[config.mk]
export PLATFORM = sky130hd
export DESIGN_NAME = uart_transmitter
export DESIGN_NICKNAME = d
export VERILOG_FILES = /design/src/rtl/uart_transmitter.sv
export SDC_FILE = /design/constraint.sdc
export NUM_CORES = 1
export LEC_CHECK = 0
export CORE_UTILIZATION = 40
export CTS_BUF_LIST = sky130_fd_sc_hd__clkbuf_8
export DETAILED_ROUTE_END_ITERATION = 6
export MAX_ROUTING_LAYER = met4
export PLACE_DENSITY_LB_ADDON = 0.15
export SYNTH_ARGS = -nofsm -noshare
export SYNTH_HDL_FRONTEND = slang
export SYNTH_SLANG_ARGS = --single-unit
[constraint.sdc]
create_clock -name clk -period 3.15 [get_ports clk]
set_input_delay 0.315 -clock clk [delete_from_list [all_inputs] [get_ports clk]]
set_output_delay 0.315 -clock clk [all_outputs]
set_load 0.005 [all_outputs]
[src/rtl/uart_transmitter.sv]
// ---------------------------------------------------------------------------
// uart_transmitter
//
// Serialises an 8-bit word into an 11-bit asynchronous frame:
//   start (0), 8 data bits LSB-first, parity, stop (1).
// Bit timing matches the companion UART receiver. Each bit lasts OVERSAMPLE
// sample ticks. A sample tick is one clk cycle in every "div" cycles, and div
// is selected by baud_select when a word is accepted.
//
// Ports:
//   clk          in   system clock (50 MHz)
//   reset        in   synchronous, active-high reset
//   baud_select  in   [2:0] baud rate select, latched on acceptance
//   Tx_EN        in   enable; gates acceptance of new words only
//   Tx_WR        in   write strobe; accepted when Tx_EN=1 and Tx_BUSY=0
//   Tx_DATA      in   [7:0] parallel word to send
//   TxD          out  registered serial line, idles high
//   Tx_BUSY      out  high while a frame is in flight
//   Tx_DONE      out  one-cycle pulse when the stop bit completes
// ---------------------------------------------------------------------------
module uart_transmitter #(
    parameter bit ODD_PARITY = 1'b0,
    parameter int OVERSAMPLE = 16
) (
    input  logic       clk,
    input  logic       reset,
    input  logic [2:0] baud_select,
    input  logic       Tx_EN,
    input  logic       Tx_WR,
    input  logic [7:0] Tx_DATA,
    output logic       TxD,
    output logic       Tx_BUSY,
    output logic       Tx_DONE
);

    typedef enum logic [2:0] {
        ST_IDLE   = 3'd0,
        ST_START  = 3'd1,
        ST_DATA   = 3'd2,
        ST_PARITY = 3'd3,
        ST_STOP   = 3'd4
    } state_e;

    // Index of the last sample tick within a bit period.
    localparam logic [3:0] LAST_SAMPLE = 4'(OVERSAMPLE - 1);

    // clk cycles per sample tick for each baud_select code.
    function automatic logic [13:0] baud_divisor(input logic [2:0] sel);
        logic [13:0] div;
        case (sel)
            3'b000:  div = 14'd10417;
            3'b001:  div = 14'd2604;
            3'b010:  div = 14'd651;
            3'b011:  div = 14'd326;
            3'b100:  div = 14'd163;
            3'b101:  div = 14'd81;
            3'b110:  div = 14'd54;
            3'b111:  div = 14'd27;
            default: div = 14'd27;
        endcase
        return div;
    endfunction

    // Even parity is the XOR of the data bits; odd parity is its inverse.
    function automatic logic frame_parity(input logic [7:0] data);
        return (^data) ^ ODD_PARITY;
    endfunction

    state_e      state_q,    state_d;
    logic [13:0] div_q,      div_d;
    logic [13:0] tick_cnt_q, tick_cnt_d;
    logic [3:0]  sample_q,   sample_d;
    logic [2:0]  bit_idx_q,  bit_idx_d;
    logic [7:0]  data_q,     data_d;
    logic        parity_q,   parity_d;
    logic        txd_q,      txd_d;
    logic        busy_q,     busy_d;
    logic        done_q,     done_d;

    logic        accept_s;
    logic        tick_s;
    logic        bit_end_s;
    logic [2:0]  next_idx_s;

    // Acceptance and bit-timing strobes.
    always_comb begin
        accept_s   = Tx_WR && Tx_EN && !busy_q && (state_q == ST_IDLE);
        tick_s     = (state_q != ST_IDLE) && (tick_cnt_q == (div_q - 14'd1));
        bit_end_s  = tick_s && (sample_q == LAST_SAMPLE);
        next_idx_s = bit_idx_q + 3'd1;
    end

    // Next-state and next-output logic of the frame sequencer.
    always_comb begin
        state_d    = state_q;
        div_d      = div_q;
        tick_cnt_d = tick_cnt_q;
        sample_d   = sample_q;
        bit_idx_d  = bit_idx_q;
        data_d     = data_q;
        parity_d   = parity_q;
        txd_d      = txd_q;
        busy_d     = busy_q;
        done_d     = 1'b0;

        // Tick and sample counters only run while a frame is in flight; they
        // wrap to zero naturally at the end of the stop bit.
        if (state_q != ST_IDLE) begin
            if (tick_s) begin
                tick_cnt_d = 14'd0;
                sample_d   = sample_q + 4'd1;
            end else begin
                tick_cnt_d = tick_cnt_q + 14'd1;
            end
        end else begin
            tick_cnt_d = 14'd0;
            sample_d   = 4'd0;
        end

        case (state_q)
            ST_IDLE: begin
                txd_d  = 1'b1;
                busy_d = 1'b0;
                if (accept_s) begin
                    state_d   = ST_START;
                    txd_d     = 1'b0;
                    busy_d    = 1'b1;
                    data_d    = Tx_DATA;
                    parity_d  = frame_parity(Tx_DATA);
                    div_d     = baud_divisor(baud_select);
                    bit_idx_d = 3'd0;
                end else begin
                    state_d = ST_IDLE;
                end
            end
            ST_START: begin
                if (bit_end_s) begin
                    state_d   = ST_DATA;
                    bit_idx_d = 3'd0;
                    txd_d     = data_q[0];
                end else begin
                    state_d = ST_START;
                end
            end
            ST_DATA: begin
                if (bit_end_s) begin
                    if (bit_idx_q == 3'd7) begin
                        state_d = ST_PARITY;
                        txd_d   = parity_q;
                    end else begin
                        bit_idx_d = next_idx_s;
                        txd_d     = data_q[next_idx_s];
                    end
                end else begin
                    state_d = ST_DATA;
                end
            end
            ST_PARITY: begin
                if (bit_end_s) begin
                    state_d = ST_STOP;
                    txd_d   = 1'b1;
                end else begin
                    state_d = ST_PARITY;
                end
            end
            ST_STOP: begin
                txd_d = 1'b1;
                if (bit_end_s) begin
                    state_d = ST_IDLE;
                    busy_d  = 1'b0;
                    done_d  = 1'b1;
                end else begin
                    state_d = ST_STOP;
                end
            end
            default: begin
                state_d = ST_IDLE;
                txd_d   = 1'b1;
                busy_d  = 1'b0;
            end
        endcase
    end

    // State and output registers; synchronous reset returns the line to idle.
    always_ff @(posedge clk) begin
        if (reset) begin
            state_q    <= ST_IDLE;
            div_q      <= 14'd0;
            tick_cnt_q <= 14'd0;
            sample_q   <= 4'd0;
            bit_idx_q  <= 3'd0;
            data_q     <= 8'd0;
            parity_q   <= 1'b0;
            txd_q      <= 1'b1;
            busy_q     <= 1'b0;
            done_q     <= 1'b0;
        end else begin
            state_q    <= state_d;
            div_q      <= div_d;
            tick_cnt_q <= tick_cnt_d;
            sample_q   <= sample_d;
            bit_idx_q  <= bit_idx_d;
            data_q     <= data_d;
            parity_q   <= parity_d;
            txd_q      <= txd_d;
            busy_q     <= busy_d;
            done_q     <= done_d;
        end
    end

    assign TxD     = txd_q;
    assign Tx_BUSY = busy_q;
    assign Tx_DONE = done_q;

endmodule

== After elaboration in Yosys (flattened, before gate mapping) ==
Memory sizes are Yosys's and may differ from the RTL's. A register that Yosys moved wholly into a read port is not among the register bits.
Cells that the tools add are included.

* Logic and storage cells: 75
* Bits in latches: 0
* Memories kept: 1
* Memory bits (writable): 0
* ROM bits: 96
* Register bits after elaboration: 50

{| class="wikitable"
|+ Memories
! name !! depth !! bits a word !! read ports !! clocked after Yosys merged registers in !! wr ports !! RTL line !! RTL
|-
| (name not given) || 8 || 12 || 1 || 1 || 0 || 50 || <nowiki>case (sel)</nowiki>
|}

* Order comparisons: 1
* Shifts and indexed selects: 0
* Multiply operators: 0
* Reductions and logical operators: 18
* Muxes and demuxes: 24
* Add/sub/neg operators: 4
* Equal/unequal tests: 14
* Bitwise logic cells: 3
* Div/mod/pow operators: 0

{| class="wikitable"
|+ Operators with widths
! operator !! number
|-
| 3-bit two-way mux || 8
|-
| 3-bit case mux with 5 select lines || 1
|-
| 14-bit by 1-bit adder with 14-bit output, second input constant || 1
|-
| 14-bit == test || 1
|-
| 14-bit by 1-bit subtractor with 14-bit output, second input constant || 1
|-
| 2-bit inequality test, second input constant || 6
|-
| 1-bit two-way mux || 10
|-
| 3-bit case mux with 3 select lines || 1
|-
| 8-bit XOR reduction || 1
|-
| 3-bit by 2-bit == test with 1-bit output, second input constant || 2
|-
| 3-bit == test, second input constant || 2
|-
| 3-bit nonzero test || 2
|-
| 3-bit OR reduction || 2
|-
| 1-bit logical AND || 5
|-
| 5-bit AND reduction || 1
|-
| 4-bit by 1-bit adder with 4-bit output, second input constant || 1
|-
| 4-bit == test, second input constant || 1
|-
| 3-bit by 4-bit less-than comparator with 1-bit output, second input constant || 1
|-
| 1-bit case mux with 4 select lines || 1
|-
| 2-bit AND reduction || 2
|-
| 2-bit OR reduction || 2
|-
| 3-bit by 1-bit adder with 3-bit output, second input constant || 1
|-
| 1-bit binary-select mux with 3-bit select || 1
|-
| 3-bit by 1-bit == test with 1-bit output, second input constant || 1
|-
| other kinds (7) || 9
|}

== Logic depth before layout (Yosys ltp) ==
* Depth after elaboration: 6
* Gate-level depth with buffers: 12

== Worst setup path after synthesis ==
OpenSTA, ideal clock, no wires.

* Path type: reg-to-reg
* Start point: reg div_q[0]
* End point: reg bit_idx_q[0]
* Data arrival time: 2.990 ns
* Setup slack: 0.036 ns
* Period minus slack after synthesis: 3.114 ns
* Required time: 3.026 ns
* Cell stages (with the launch flop): 13
* Setup time: 0.124 ns
* Path buffers: 3
* Cells stage by stage: dfxtp_1 clkbuf_1 inv_1 ha_1 buf_4 or3b_4 or4_1 a2111oi_2 o32ai_1 a311o_1 buf_6 o41ai_2 o21ai_1

* Word-level cells in the longest chain between the ends: 6
* Elaborated cells on any way between the ends: 7
* Classes of those cells: add/sub (1); eq/ne (3); reduce/logical (3)

{| class="wikitable"
|+ Ends and longest elaborated chain
! item !! RTL line !! RTL
|-
| from (decl) || 70 || <nowiki>logic [13:0] div_q, div_d;</nowiki>
|-
| 14-bit by 1-bit subtractor with 14-bit output (*) || 88 || <nowiki>tick_s = (state_q != ST_IDLE) && (tick_cnt_q == (div_q - 14'd1));</nowiki>
|-
| 14-bit == test (*) || 88 ||
|-
| 1-bit logical AND (*) || 88 ||
|-
| 1-bit logical AND (*) || 89 || <nowiki>bit_end_s = tick_s && (sample_q == LAST_SAMPLE);</nowiki>
|-
| 2-bit inequality test (no line) || - ||
|-
| 5-bit AND reduction (no line) (*) || - ||
|-
| to (signal assigned) || 202 || <nowiki>bit_idx_q <= bit_idx_d;</nowiki>
|-
| to (decl) || 73 || <nowiki>logic [2:0] bit_idx_q, bit_idx_d;</nowiki>
|}

Every way passes the cells marked *; elsewhere a longest branch is shown, timed or not.
A chain may end at the register's enable or synchronous reset.

== Worst setup path in the final report ==
* Start point: reg div_q[0]
* End point: reg state_q[1]

* Word-level cells in the longest chain between the ends: 6
* Elaborated cells on any way between the ends: 9
* Classes of those cells: add/sub (1); eq/ne (2); mux (4); reduce/logical (2)

{| class="wikitable"
|+ Ends and longest elaborated chain
! item !! RTL line !! RTL
|-
| 14-bit by 1-bit subtractor with 14-bit output (*) || 88 ||
|-
| 14-bit == test (*) || 88 ||
|-
| 1-bit logical AND (*) || 88 ||
|-
| 1-bit logical AND (*) || 89 ||
|-
| 3-bit two-way mux (tied with other cells) || 159 || <nowiki>if (bit_end_s) begin</nowiki>
|-
| 3-bit case mux with 5 select lines || 120 || <nowiki>case (state_q)</nowiki>
|-
| to (signal assigned) || 198 || <nowiki>state_q <= state_d;</nowiki>
|-
| to (decl) || 69 || <nowiki>state_e state_q, state_d;</nowiki>
|}

Marks and branches as above.

==> flow_metrics.py <==
metrics = {
    "power": {
        "p_switching_mw": 0.3648,
        "p_clk_share_pct": 36.6,
        "p_leak_nw": 1.195,
        "powerDensity_nw_per_um2": 418.7,
        "power_frac_seq_pct": 45.3,
        "p_int_mw": 1.055,
        "max-vdd-ir-drop_v": 0.0002143,
        "combPwrFrac_pct": 18.1,
        "power.total_mw": 1.420,
        "switching_share_pct": 25.70,
    },
    "sta": {
        "report.final.slew_viol_count": 0,
        "fin_setup_tns_ps": 0,
        "layout_setup_ws_ps": 153.3,
        "clock_skew_ps": 8.977,
        "slew_headroom_pct": 53.61,
        "period_minus_slack_ps": 2997,
        "layout_worst_path_cycle_share_pct": 95.13,
        "setup_violations": 0,
        "rsz0062_at_grt": "no",
        "hold_viol_final": 0,
        "tightest_slew_ps": 690.6,
        "fmax_mhz": 333.7,
    },
    "clock_tree": {
        "cts_max_path_buffers": 2,
        "cts_tree": "built",
        "worstSkewPairLatency_ps": 300,
        "numCtsBuffers": 5,
        "cts_sinks": 48,
        "clock-root-buffer": "clkbuf_8",
        "clkTransAtPathRegs_ps": 90,
        "cts_max_level": 2,
    },
    "route": {
        "ant_nets": 0,
        "drc": 0,
        "drtIter0Drc": 163,
        "routed-via-count": 2583,
        "wirelength_mm": 6.744,
        "drt_pass1_iterations": 4,
        "via_per_inst": 5.438,
        "wl_per_cell_um": 14.20,
    },
    "floorplan": {
        "die_x_um": 87.74,
        "dieArea_um2": 7697,
        "io_pins": 18,
        "initial_utilization_pct": 42.34,
        "die_h_um": 87.74,
        "fp-row-count": 30,
        "core-area_um2": 6944,
    },
    "synthesis": {
        "syn-mean-instance-area_um2": 8.056,
        "syn_nets": 392,
        "synth_top_area_share_pct": 32.68,
        "synthTopCellsByArea": "dfxtp_1 (33%), xnor2_1 (6.0%), nor2_1 (5.6%)",
        "syn_area_um2": 2940,
        "synthCells": 365,
        "synthArstFlopShare_pct": 0,
        "synthFlopType": "dfxtp_1",
        "yosysWarnings": 0,
        "yosysMostFrequentCell": "dfxtp_1",
        "yosysTopAreaCell": "dfxtp_1",
        "ys_seq_area_share_pct": 32.68,
        "synth_commonest_cells": "dfxtp_1 (48), nor2_1 (44), nand2_1 (37)",
        "synth_seq_cells": 48,
        "synth.distinct_cells": 57,
        "synth-edff-count": 0,
    },
    "cells_and_area": {
        "drive_gt1_share_pct": 11.61,
        "design_area_um2": 3391,
        "area_growth_pct": 15.32,
        "n_antenna_cell": 0,
        "fin_nets": 406,
        "fillers": 693,
    },
    "worst_hold_path": {
        "worstHoldPathCells": 2,
        "hold_class": "reg -> reg",
    },
    "placed_design": {
        "place_area_um2": 3222,
        "pre_cts_ws_ps": 72.19,
        "dp_hpwl_mm": 4.921,
        "gp_congestion": 0.9006,
        "place.port_buffers": 17,
    },
    "worst_setup_path": {
        "setup.worst_path.start": "div_q[0]",
        "critPathMaxFanout": 8,
        "critical_path_required_ps": 3340,
        "critPathTopFamily": "compound AO/OA/AOI/OAI gates",
        "reg2reg_to": "state_q[1]",
        "critical_path_class": "reg -> reg",
        "path_cells": "buf_4 -> or4_1 -> or4_4 -> o22ai_2 -> o32ai_2 -> a311o_2 -> buf_4 -> o41ai_2 -> a21oi_1",
        "r2r-start": "div_q[0]",
        "cpPeakStageDelay_ps": 550,
        "cp_slowest_cell": "or4_1",
        "path_common_cell": "buf_4",
        "regToRegSetupSlack_ps": 150,
        "crit_path_start_kind": "register",
        "path_buf_inv": 2,
        "worstRegToRegCells": 9,
        "worstSetupEndpoint": "state_q[1]",
        "endpoint_kind": "register",
        "cp.depth": 9,
        "arrival_ps": 3190,
    },
    "global_route": {
        "grt_first_pass_wirelength_mm": 11.59,
        "grt_max_degree": 22,
        "antenna_found_initial": 0,
        "track_usage_pct": 19.66,
        "overflow": 0,
        "grt_pass1_vias": 2403,
    },
    "run": {
        "maxCapViolations": 0,
    },
    "run_status": {
        "status": "complete, no violations",
    },
}
[worst min-delay path by stage]
stage,start,to,slack (ps)
2_1_floorplan,data_q[3],data_q[3],430
3_3_place_gp,data_q[3],data_q[3],440
3_5_place_dp,data_q[3],data_q[3],450
4_1_cts,data_q[3],data_q[3],460
5_1_grt,data_q[2],data_q[2],490
6_report,data_q[7],data_q[7],460
[area by class of cell]
class	instances	area (um2)	share of cell area, %
clock buffers	5	68.82	2.030
clock inverters	2	60.06	1.771
inverters	12	45.04	1.328
multi-input cells	279	1846	54.43
flip-flops and latches	48	960.9	28.34
well taps	96	120.1	3.542
repair buffers	33	290.3	8.561
[metal layers]
layer  up-vias  share of wire [%]  track usage, %
met5         -                  0               -
met4         0                1.2           6.110
met3         5                3.8           2.545
met2        62                 43           28.05
met1      1200                 52           28.52
li1       1316                  -               -
[tightest hold or removal path, stage by stage, from the launching register on]
cell and delay [ps]:
dfxtp_1 320, nand2_1 50, a21oi_1 50
[timing repair]
action / CTS / global route
resized for setup: 0 / 5
hold buffers: 0 / 0
hold endpoints to repair: 0 / 0
setup endpoints to repair: 0 / 10
buffers inserted: 0 / 1
[per-stage QoR]
step	std cells	utilization (%)	hold slack [ps]
2_1_floorplan	365	-	433.1
3_3_place_gp	467	46.40	441.7
3_5_place_dp	467	46.40	448.6
4_1_cts	474	48.25	461.8
5_1_grt	475	48.83	492.3
6_report	475	48.83	464.3
[placed cells by master, fill, tap and decap left out, types with 6 or more instances in the layout]
master	count
nor2_1	44
nor4_1	8
nand4_1	6
mux2i_1	6
ha_1	12
nor3_1	8
buf_4	16
a211oi_1	9
clkdlybuf4s50_1	17
nand3_1	16
inv_1	12
xor2_1	12
nand2_1	37
a21oi_1	26
xnor2_1	20
o21ai_0	7
dfxtp_1	48
[registers in the layout, indices dropped and copies added (netlist names), 3 cells and up]
name and flops:
bit_idx_q 3, data_q 8, div_q 12, sample_q 4
state_q 3, tick_cnt_q 14
[logic make-up (layout without fill, tap and decap cells)]
logic type,count (synthesis),in the layout,synth area share [%]
fa+ha+maj,12,12,5.106
xor+xnor,32,32,9.532
mux,8,8,3.574
flops,48,48,32.68
simple gates,157,157,27.02
buf+inv,38,52,5.660
compound gates,70,70,16.43
[power groups by stage]
stage / sequential, mW / combinational (mW) / clock [mW]
final: 0.643 / 0.257 / 0.520
after global routing: 0.646 / 0.284 / 0.560
after CTS: 0.642 / 0.251 / 0.537
after detailed placement: 0.656 / 0.248 / 0
after global placement: 0.656 / 0.247 / 0
after floorplan: 0.647 / 0.190 / 0
(Power assumes the default switching activity.)
